--- src/rtl/func_stream_fetch.sv ---
// func_stream_fetch: reads `size` WORD_W elements over Avalon-MM (BUS_W beats, little-endian lanes) into a stream FIFO.
// Latency: a word is visible on out_valid right after the edge that completes its last beat (empty FIFO).
// Backpressure: read is held off unless a FIFO slot is free for the word being assembled; out_data holds until popped.
// Optional abort input is compiled in with FUNC_STREAM_FETCH_ABORT_EN.
module func_stream_fetch #(
  parameter int BUS_W      = 16,
  parameter int WORD_W     = 32,
  parameter int FIFO_DEPTH = 8,
  parameter int ADDR_W     = 32
) (
  input  logic              clk,
  input  logic              reset,
  input  logic              start,
  input  logic [ADDR_W-1:0] base_ptr,
  input  logic [31:0]       size,
`ifdef FUNC_STREAM_FETCH_ABORT_EN
  input  logic              abort,
`endif
  output logic              busy,
  output logic              done,
  output logic [31:0]       result,
  output logic [ADDR_W-1:0] address,
  output logic              read,
  input  logic [BUS_W-1:0]  readdata,
  input  logic              waitrequest,
  output logic              out_valid,
  output logic [WORD_W-1:0] out_data,
  output logic              out_last,
  input  logic              out_ready
);
  localparam int BEATS  = WORD_W / BUS_W;
  localparam int BEAT_W = (BEATS > 1) ? $clog2(BEATS) : 1;
  localparam int PTR_W  = $clog2(FIFO_DEPTH);
  localparam int CNT_W  = PTR_W + 1;

  typedef enum logic [1:0] {IDLE, ISSUE, DRAIN, FIN} state_t;

  state_t            state_q, state_d;
  logic [ADDR_W-1:0] addr_q, addr_d;
  logic [31:0]       size_q, size_d;
  logic [31:0]       elem_q, elem_d;
  logic [31:0]       pop_cnt_q, pop_cnt_d;
  logic [31:0]       result_q, result_d;
  logic [BEAT_W-1:0] beat_q, beat_d;
  logic [WORD_W-1:0] asm_q, asm_d;
  logic              busy_q, busy_d;
  logic              done_q, done_d;
  logic [PTR_W-1:0]  wr_ptr_q, wr_ptr_d, rd_ptr_q, rd_ptr_d;
  logic [CNT_W-1:0]  cnt_q, cnt_d;
  logic [WORD_W:0]   mem_q [FIFO_DEPTH];
  logic              beat_done, word_done, last_word, push, pop, flush;
`ifdef FUNC_STREAM_FETCH_ABORT_EN
  logic              abort_pend_q, abort_pend_d;
`endif

  // The slot check only loosens while waiting (pops), so read stays stable under waitrequest.
  assign read      = (state_q == ISSUE) && (cnt_q < CNT_W'(FIFO_DEPTH));
  assign beat_done = read && !waitrequest;
  assign word_done = beat_done && (beat_q == BEAT_W'(BEATS - 1));
  assign last_word = (elem_q == size_q - 32'd1);
  assign out_valid = (cnt_q != '0);
  assign pop       = out_valid && out_ready;
  assign {out_last, out_data} = mem_q[rd_ptr_q];
  assign busy      = busy_q;
  assign done      = done_q;
  assign result    = result_q;
  assign address   = addr_q;

  // Next-state, beat assembly and FIFO bookkeeping.
  always_comb begin
    state_d   = state_q;
    addr_d    = addr_q;
    size_d    = size_q;
    elem_d    = elem_q;
    beat_d    = beat_q;
    asm_d     = asm_q;
    busy_d    = busy_q;
    done_d    = 1'b0;
    result_d  = result_q;
    pop_cnt_d = pop ? pop_cnt_q + 32'd1 : pop_cnt_q;
    push      = 1'b0;
    flush     = 1'b0;
`ifdef FUNC_STREAM_FETCH_ABORT_EN
    abort_pend_d = abort_pend_q;
`endif
    unique case (state_q)
      IDLE: begin
        if (start && !busy_q && !done_q) begin
          addr_d    = base_ptr;
          size_d    = size;
          elem_d    = '0;
          beat_d    = '0;
          pop_cnt_d = '0;
          busy_d    = 1'b1;
          state_d   = (size == 32'd0) ? FIN : ISSUE;
        end
      end
      ISSUE: begin
        if (beat_done) begin
          for (int i = 0; i < BEATS; i++) begin
            if (beat_q == BEAT_W'(i)) asm_d[i*BUS_W +: BUS_W] = readdata;
          end
          addr_d = addr_q + ADDR_W'(BUS_W / 8);
          beat_d = word_done ? '0 : beat_q + BEAT_W'(1);
        end
        if (word_done) begin
          push   = 1'b1;
          elem_d = elem_q + 32'd1;
          if (last_word) state_d = DRAIN;
        end
`ifdef FUNC_STREAM_FETCH_ABORT_EN
        // A stalled beat must finish before the flush; the partial word is discarded.
        if (abort || abort_pend_q) begin
          if (read && waitrequest) begin
            abort_pend_d = 1'b1;
          end else begin
            abort_pend_d = 1'b0;
            push         = 1'b0;
            flush        = 1'b1;
            state_d      = FIN;
          end
        end
`endif
      end
      DRAIN: begin
        if (cnt_q == '0) state_d = FIN;
`ifdef FUNC_STREAM_FETCH_ABORT_EN
        if (abort) begin
          flush   = 1'b1;
          state_d = FIN;
        end
`endif
      end
      FIN: begin
        done_d  = 1'b1;
        busy_d  = 1'b0;
        state_d = IDLE;
      end
      default: state_d = IDLE;
    endcase

    // Result counts words actually accepted downstream, including this cycle's pop.
    if (state_d == FIN && state_q != FIN) result_d = pop_cnt_d;

    wr_ptr_d = push ? wr_ptr_q + PTR_W'(1) : wr_ptr_q;
    rd_ptr_d = pop  ? rd_ptr_q + PTR_W'(1) : rd_ptr_q;
    cnt_d    = cnt_q + CNT_W'(push) - CNT_W'(pop);
    if (flush) begin
      wr_ptr_d = '0;
      rd_ptr_d = '0;
      cnt_d    = '0;
    end
  end

  // Control and datapath registers.
  always_ff @(posedge clk or negedge reset) begin
    if (!reset) begin
      state_q   <= IDLE;
      addr_q    <= '0;
      size_q    <= '0;
      elem_q    <= '0;
      beat_q    <= '0;
      asm_q     <= '0;
      busy_q    <= 1'b0;
      done_q    <= 1'b0;
      result_q  <= '0;
      pop_cnt_q <= '0;
      wr_ptr_q  <= '0;
      rd_ptr_q  <= '0;
      cnt_q     <= '0;
`ifdef FUNC_STREAM_FETCH_ABORT_EN
      abort_pend_q <= 1'b0;
`endif
    end else begin
      state_q   <= state_d;
      addr_q    <= addr_d;
      size_q    <= size_d;
      elem_q    <= elem_d;
      beat_q    <= beat_d;
      asm_q     <= asm_d;
      busy_q    <= busy_d;
      done_q    <= done_d;
      result_q  <= result_d;
      pop_cnt_q <= pop_cnt_d;
      wr_ptr_q  <= wr_ptr_d;
      rd_ptr_q  <= rd_ptr_d;
      cnt_q     <= cnt_d;
`ifdef FUNC_STREAM_FETCH_ABORT_EN
      abort_pend_q <= abort_pend_d;
`endif
    end
  end

  // FIFO storage; a valid head is never overwritten because writes need a reserved free slot.
  always_ff @(posedge clk or negedge reset) begin
    if (!reset) begin
      for (int i = 0; i < FIFO_DEPTH; i++) mem_q[i] <= '0;
    end else if (push) begin
      mem_q[wr_ptr_q] <= {last_word, asm_d};
    end
  end

endmodule
--- config.mk ---
export PLATFORM = sky130hd
export DESIGN_NAME = func_stream_fetch
export DESIGN_NICKNAME = d
export VERILOG_FILES = /design/src/rtl/func_stream_fetch.sv
export SDC_FILE = /design/constraint.sdc
export NUM_CORES = 1
export LEC_CHECK = 0
export CAP_MARGIN = 40
export CORE_MARGIN = 2
export CORE_UTILIZATION = 40
export DETAILED_ROUTE_END_ITERATION = 8
export PLACE_DENSITY = 0.68
export SLEW_MARGIN = 10
export SYNTH_ARGS = -nofsm -noshare
export SYNTH_HDL_FRONTEND = slang
export SYNTH_SLANG_ARGS = --single-unit
--- constraint.sdc ---
create_clock -name clk -period 3.86 [get_ports clk]
set_input_delay 0.386 -clock clk [delete_from_list [all_inputs] [get_ports clk]]
set_output_delay 0.386 -clock clk [all_outputs]
set_load 0.01 [all_outputs]
# Word level (Yosys, flattened, before mapping)
# Cells that the tools add are included.
# Widths: inputs -> output; s select.
[totals] ram_bits=0 latch_bits=0 out_inout_bits=101 inputBits=85 mem_bits_ro=0 regBits=471 n_memories=0 elab_cells=100
[op_classes] n_bitwise=2 shift=0 mux=34 addsub=9 multipliers=0 reduce_logical=21 order_cmp=4 n_div=0 eq_ne=9
[ops] operator="$mux 32" n=9
[ops] operator="$bwmux 264" n=1
[ops] operator="$pmux 32 s2" n=2
[ops] operator="$bmux 33 s3" n=1
[ops] operator="$demux 33 s3" n=1
[ops] operator="$mux 33" n=3
[ops] operator="$add 32x1->32 const B" n=2
[ops] operator="$add 32x2->32 const B" n=1
[ops] operator="$eq 32x32->1" n=1
[ops] operator="$logic_not 32->1" n=1
[ops] operator="$mux 16" n=2
[ops] operator="$sub 32x1->32 const B" n=1
[ops] operator="$mux 2" n=5
[ops] operator="$ge 4x4->1 const B" n=2
[ops] operator="$logic_and 1x1->1" n=8
[ops] operator="$ne 2x2->1 const B" n=4
[ops] operator="$not 3->4" n=2
[ops] operator="$pmux 2 s4" n=1
[ops] operator="$mux 1" n=7
[ops] operator="$add 3x1->3 const B" n=2
[ops] operator="$eq 2x2->1 const B" n=3
[ops] operator="$reduce_and 3->1" n=2
[ops] operator="$add 4x1->4" n=1
[ops] operator="$logic_not 4->1" n=1
[ops] operator="11 further kinds" n=16

# Depth between registers and ports, before layout
[logic_depth] word_depth=8 depth_mapped=12 mapped_depth_nobuf=12

# Worst setup path before layout
# Ideal clock, no wire load.
[synth_path] path_type="register -> register" from="register size_q[0]" to="register mem_q[65] (netlist bit)" required_time_ns=3.779 path_stages_with_launch=12 slack_ns=0.873 arrival_time_ns=2.906 setup_time_ns=0.081 cell_sequence="dfrtp_1 inv_1 ha_1 or4b_1 buf_2 nor4_4 nand3_2 or3_1 o21a_1 or4b_1 buf_6 mux2i_4"
[synth_between] elab_chain_cells=3
[synth_lines] element="start: declaration" line_no="40" text="logic [31:0] size_q, size_d;"
[synth_lines] element="start signal: assignment" line_no="177" text="size_q <= size_d;"
[synth_lines] element="$sub 32x1->32" line_no="60" text="assign last_word = (elem_q == size_q - 32'd1);"
[synth_lines] element="$eq 32x32->1" line_no="60"
[synth_lines] element="$bwmux 264" line_no="199" text="mem_q[wr_ptr_q] <= {last_word, asm_d};"
[synth_lines] element="end signal: indexed assignment" line_no="199"
[synth_lines] element="end: declaration" line_no="50" text="logic [WORD_W:0] mem_q [FIFO_DEPTH];"
# No other way between the ends.
# A chain may end at the register's enable or synchronous reset.

# Worst setup path after layout
# Ends and elaborated chain as after synthesis.

==> reports/metrics.yaml <==
synthesis:
  synth-async-reset-ratio: 1.00
  syn-mean-instance-area_um2: 10.2
  yosysTopAreaCell: "dfrtp_1"
  syn_inst: 2123
  ys_warn_count: 0
  synth_edf_count: 0
  ys_seq_area_frac: 0.543
  synth.distinct_cells: 65
  synth_top_area_frac: 0.543
  netlist_top_cells_area: "dfrtp_1, nand2_1, mux4_2"
  ys.flop_type: "dfrtp_1"
  syn_area_um2: 21700
  synth_seq_cells: 471
  syn_nets: 2220
timing:
  worstMarginPinSlew_ns: 0.903
  max_freq_mhz: 282
  finalHoldViolations: 0
  finalSetupViolations: 0
  final.period_utilization: 0.919
  finalSetupTns_ns: 0
  rsz0062_at_grt: "false"
  whs_ns: 0.349
  setup_slack_ns: 0.312
  period_needed_ns: 3.55
  skew_ns: 0.0298
  slew_headroom: 0.398
  slew_violations: 0
flow_run:
  cap_violations: 0
global_routing:
  grt_pass1_wl_um: 89300
  grt_max_degree: 112
  antenna_found_initial: 0
  track_usage: 0.198
  grt_pass1_vias: 16400
  grt_overflow_total: 0
clock_tree:
  cts_setup_buffers: 0
  htree_num_levels: 2
  cts_tree: "built"
  cts_buffer_depth: 3
  clkLatencyLatePin_ns: 0.61
  cts_buffers: 49
  clk_pin_slew_ns: 0.06
  root_buffer: "clkbuf_16"
  clock_sinks: 471
worst_setup_path:
  max_stage_delay_ns: 0.76
  cp_max_fo: 8
  endpoint_kind: "flip-flop"
  crit_slowest_cell: "or4b_1"
  arrival_ns: 4.06
  worst_ep_required_time_ns: 4.37
  critPathLaunchType: "flip-flop"
  crit_path_frequent_cell: "or4b_1"
  worstSetupPathType: "reg2reg"
  path_cells: "inv_1 > ha_1 > or4b_1 > nor3_1 > xnor2_1 > o2111ai_1 > nor4b_1 > or4b_1 > mux2i_4"
place:
  dp_hpwl_um: 35600
  gp_congestion: 0.889
  dp.cells: 2907
  io_buffers: 185
  placed_area_um2: 24300
  place_ws_ns: 0.302
pwr:
  finalPower_mw: 17.6
  p_per_area_nw_per_um2: 677
  p_leak_nw: 11.6
  vdd_ir_drop_max_mv: 0.292
die:
  num_rows: 85
  core_area_um2: 53700
  dieWidth_um: 237
  initial_core_util: 0.404
  die_y_um: 237
  ios: 186
  die-area_um2: 56100
finish:
  drive_gt1_frac: 0.108
  nNetsFinal: 2360
  fill_cells: 4731
  fin_area_um2: 26000
  seq_area_um2: 11800
  fin_cells: 2997
  utilization: 0.484
  multiInputGateArea_um2: 9220
  diodes: 0
  syn2layout_area_growth_pct: 19.8
drt:
  first_iter_violations: 1078
  drt-pass1-iter-count: 5
  routedWlPerCell_um: 18.3
  drc: 0
  vias_per_cell: 5.40
  final_antenna_net_count: 0
  wl_um: 54900
  vias: 16189
hold_path:
  hold_class: "in2reg"
run_status:
  status: "finished, final reports clean"
-- cells by family after synthesis --
logic type               synth area share
AO/OA/AOI/OAI                       0.112
XOR/XNOR                           0.0424
adder cells (fa/ha/maj)           0.00727
buffers and inverters              0.0337
flip-flops                          0.543
multiplexers                        0.104
AND/OR/NAND/NOR                     0.157
-- sequential cells by signal, indices dropped and copies added, names as in the netlist, 2 cells and up --
signal / cells
wr_ptr_q: 3
size_q: 32
state_q: 2
cnt_q: 4
pop_cnt_q: 32
address: 32
result: 32
mem_q: 264
elem_q: 32
asm_q: 32
rd_ptr_q: 3
-- Yosys cell counts, types with 3 or more instances --
library cell	count
dfrtp_1	471
nand2_1	426
o21ai_0	268
nor2_1	149
clkbuf_1	116
a21oi_1	87
mux4_2	66
xor2_1	62
inv_1	53
nand3_1	47
xnor2_1	43
mux2i_1	36
mux2_2	34
nand4_1	22
nor4_1	21
and3_1	20
o32ai_1	20
nor3_1	17
o22ai_1	14
buf_1	13
or3_1	12
ha_1	11
a31oi_1	9
and4_1	8
o21ai_2	7
or2_2	7
nand2b_1	6
nand3b_1	6
and2_1	5
or4_1	5
nor2b_1	4
buf_6	3
nor3b_1	3
o211ai_1	3
o21a_1	3
o22a_1	3
or4b_1	3
-- layer usage --
layer / GRT usage / share of wire / routed length (µm)
met4: 0.0585 / 0.024 / 1320
met5: 0 / 0 / 0
met2: 0.327 / 0.48 / 26500
met3: 0.0354 / 0.055 / 3020
met1: 0.267 / 0.44 / 24000
-- repair_timing --
| action | in CTS | in global routing |
|---|---|---|
| hold endpoints to repair | 105 | 0 |
| gates resized for setup | 0 | 0 |
| hold buffers | 1 | 0 |
-- power by group --
part	total, mW	switching, mW	internal (mW)
registers	7.44	1.01	6.43
clock network	4.77	1.99	2.78
logic	5.38	2.73	2.65
-- layout make-up --
| cell class | instances | share of cell area |
|---|---|---|
| sequential | 471 | 0.454 |
| clock buffer | 77 | 0.0570 |
| tap | 696 | 0.0335 |
| multi-input combinational | 1464 | 0.355 |
| clock inverter | 12 | 0.00645 |
| inverter | 54 | 0.00780 |
| timing repair buffer | 223 | 0.0868 |
-- critical path, delay by kind of cell, from the launching register on --
kind / cells / cell delay, ns
mux: 1 / 0.23
buf+inv: 1 / 0.09
fa+ha+maj: 1 / 0.26
simple gates: 4 / 2.16
compound gates: 1 / 0.16
xor+xnor: 1 / 0.16
flops: 1 / 0.42
-- worst paths after layout --
| path | slack, ns | cells after the start | from | endpoint |
|---|---|---|---|---|
| worst max-delay path | 0.31 | 9 | size_q[0]$_DFFE_PN0P_ | mem_q[65]$_DFFE_PN0P_ |
| worst min-delay path | 0.35 | 3 | base_ptr[0] | address[0]$_DFFE_PN0P_ |
| worst max register to register | 0.31 | 9 | size_q[0]$_DFFE_PN0P_ | mem_q[65]$_DFFE_PN0P_ |
| worst min register to register | 0.47 | 2 | mem_q[6]$_DFFE_PN0P_ | mem_q[6]$_DFFE_PN0P_ |
| max in group asynchronous | 2.26 | 3 | reset | mem_q[95]$_DFFE_PN0P_ |
| min in group asynchronous | 0.42 | 2 | reset | result[13]$_DFFE_PN0P_ |
-- layout by cell type, fill, tap and decap left out, types with 43 or more instances in the layout --
master | synthesis | routed
dfrtp_1 | 471 | 468
xnor2_1 | 43 | 43
nand3_1 | 47 | 45
o21ai_0 | 268 | 268
clkbuf_16 | 0 | 49
clkdlybuf4s50_1 | 0 | 184
mux4_2 | 66 | 66
nor2_1 | 149 | 149
xor2_1 | 62 | 62
nand2_1 | 426 | 424
a21oi_1 | 87 | 87
inv_1 | 53 | 53
No activity file was read; power rests on OpenSTA's default activity.
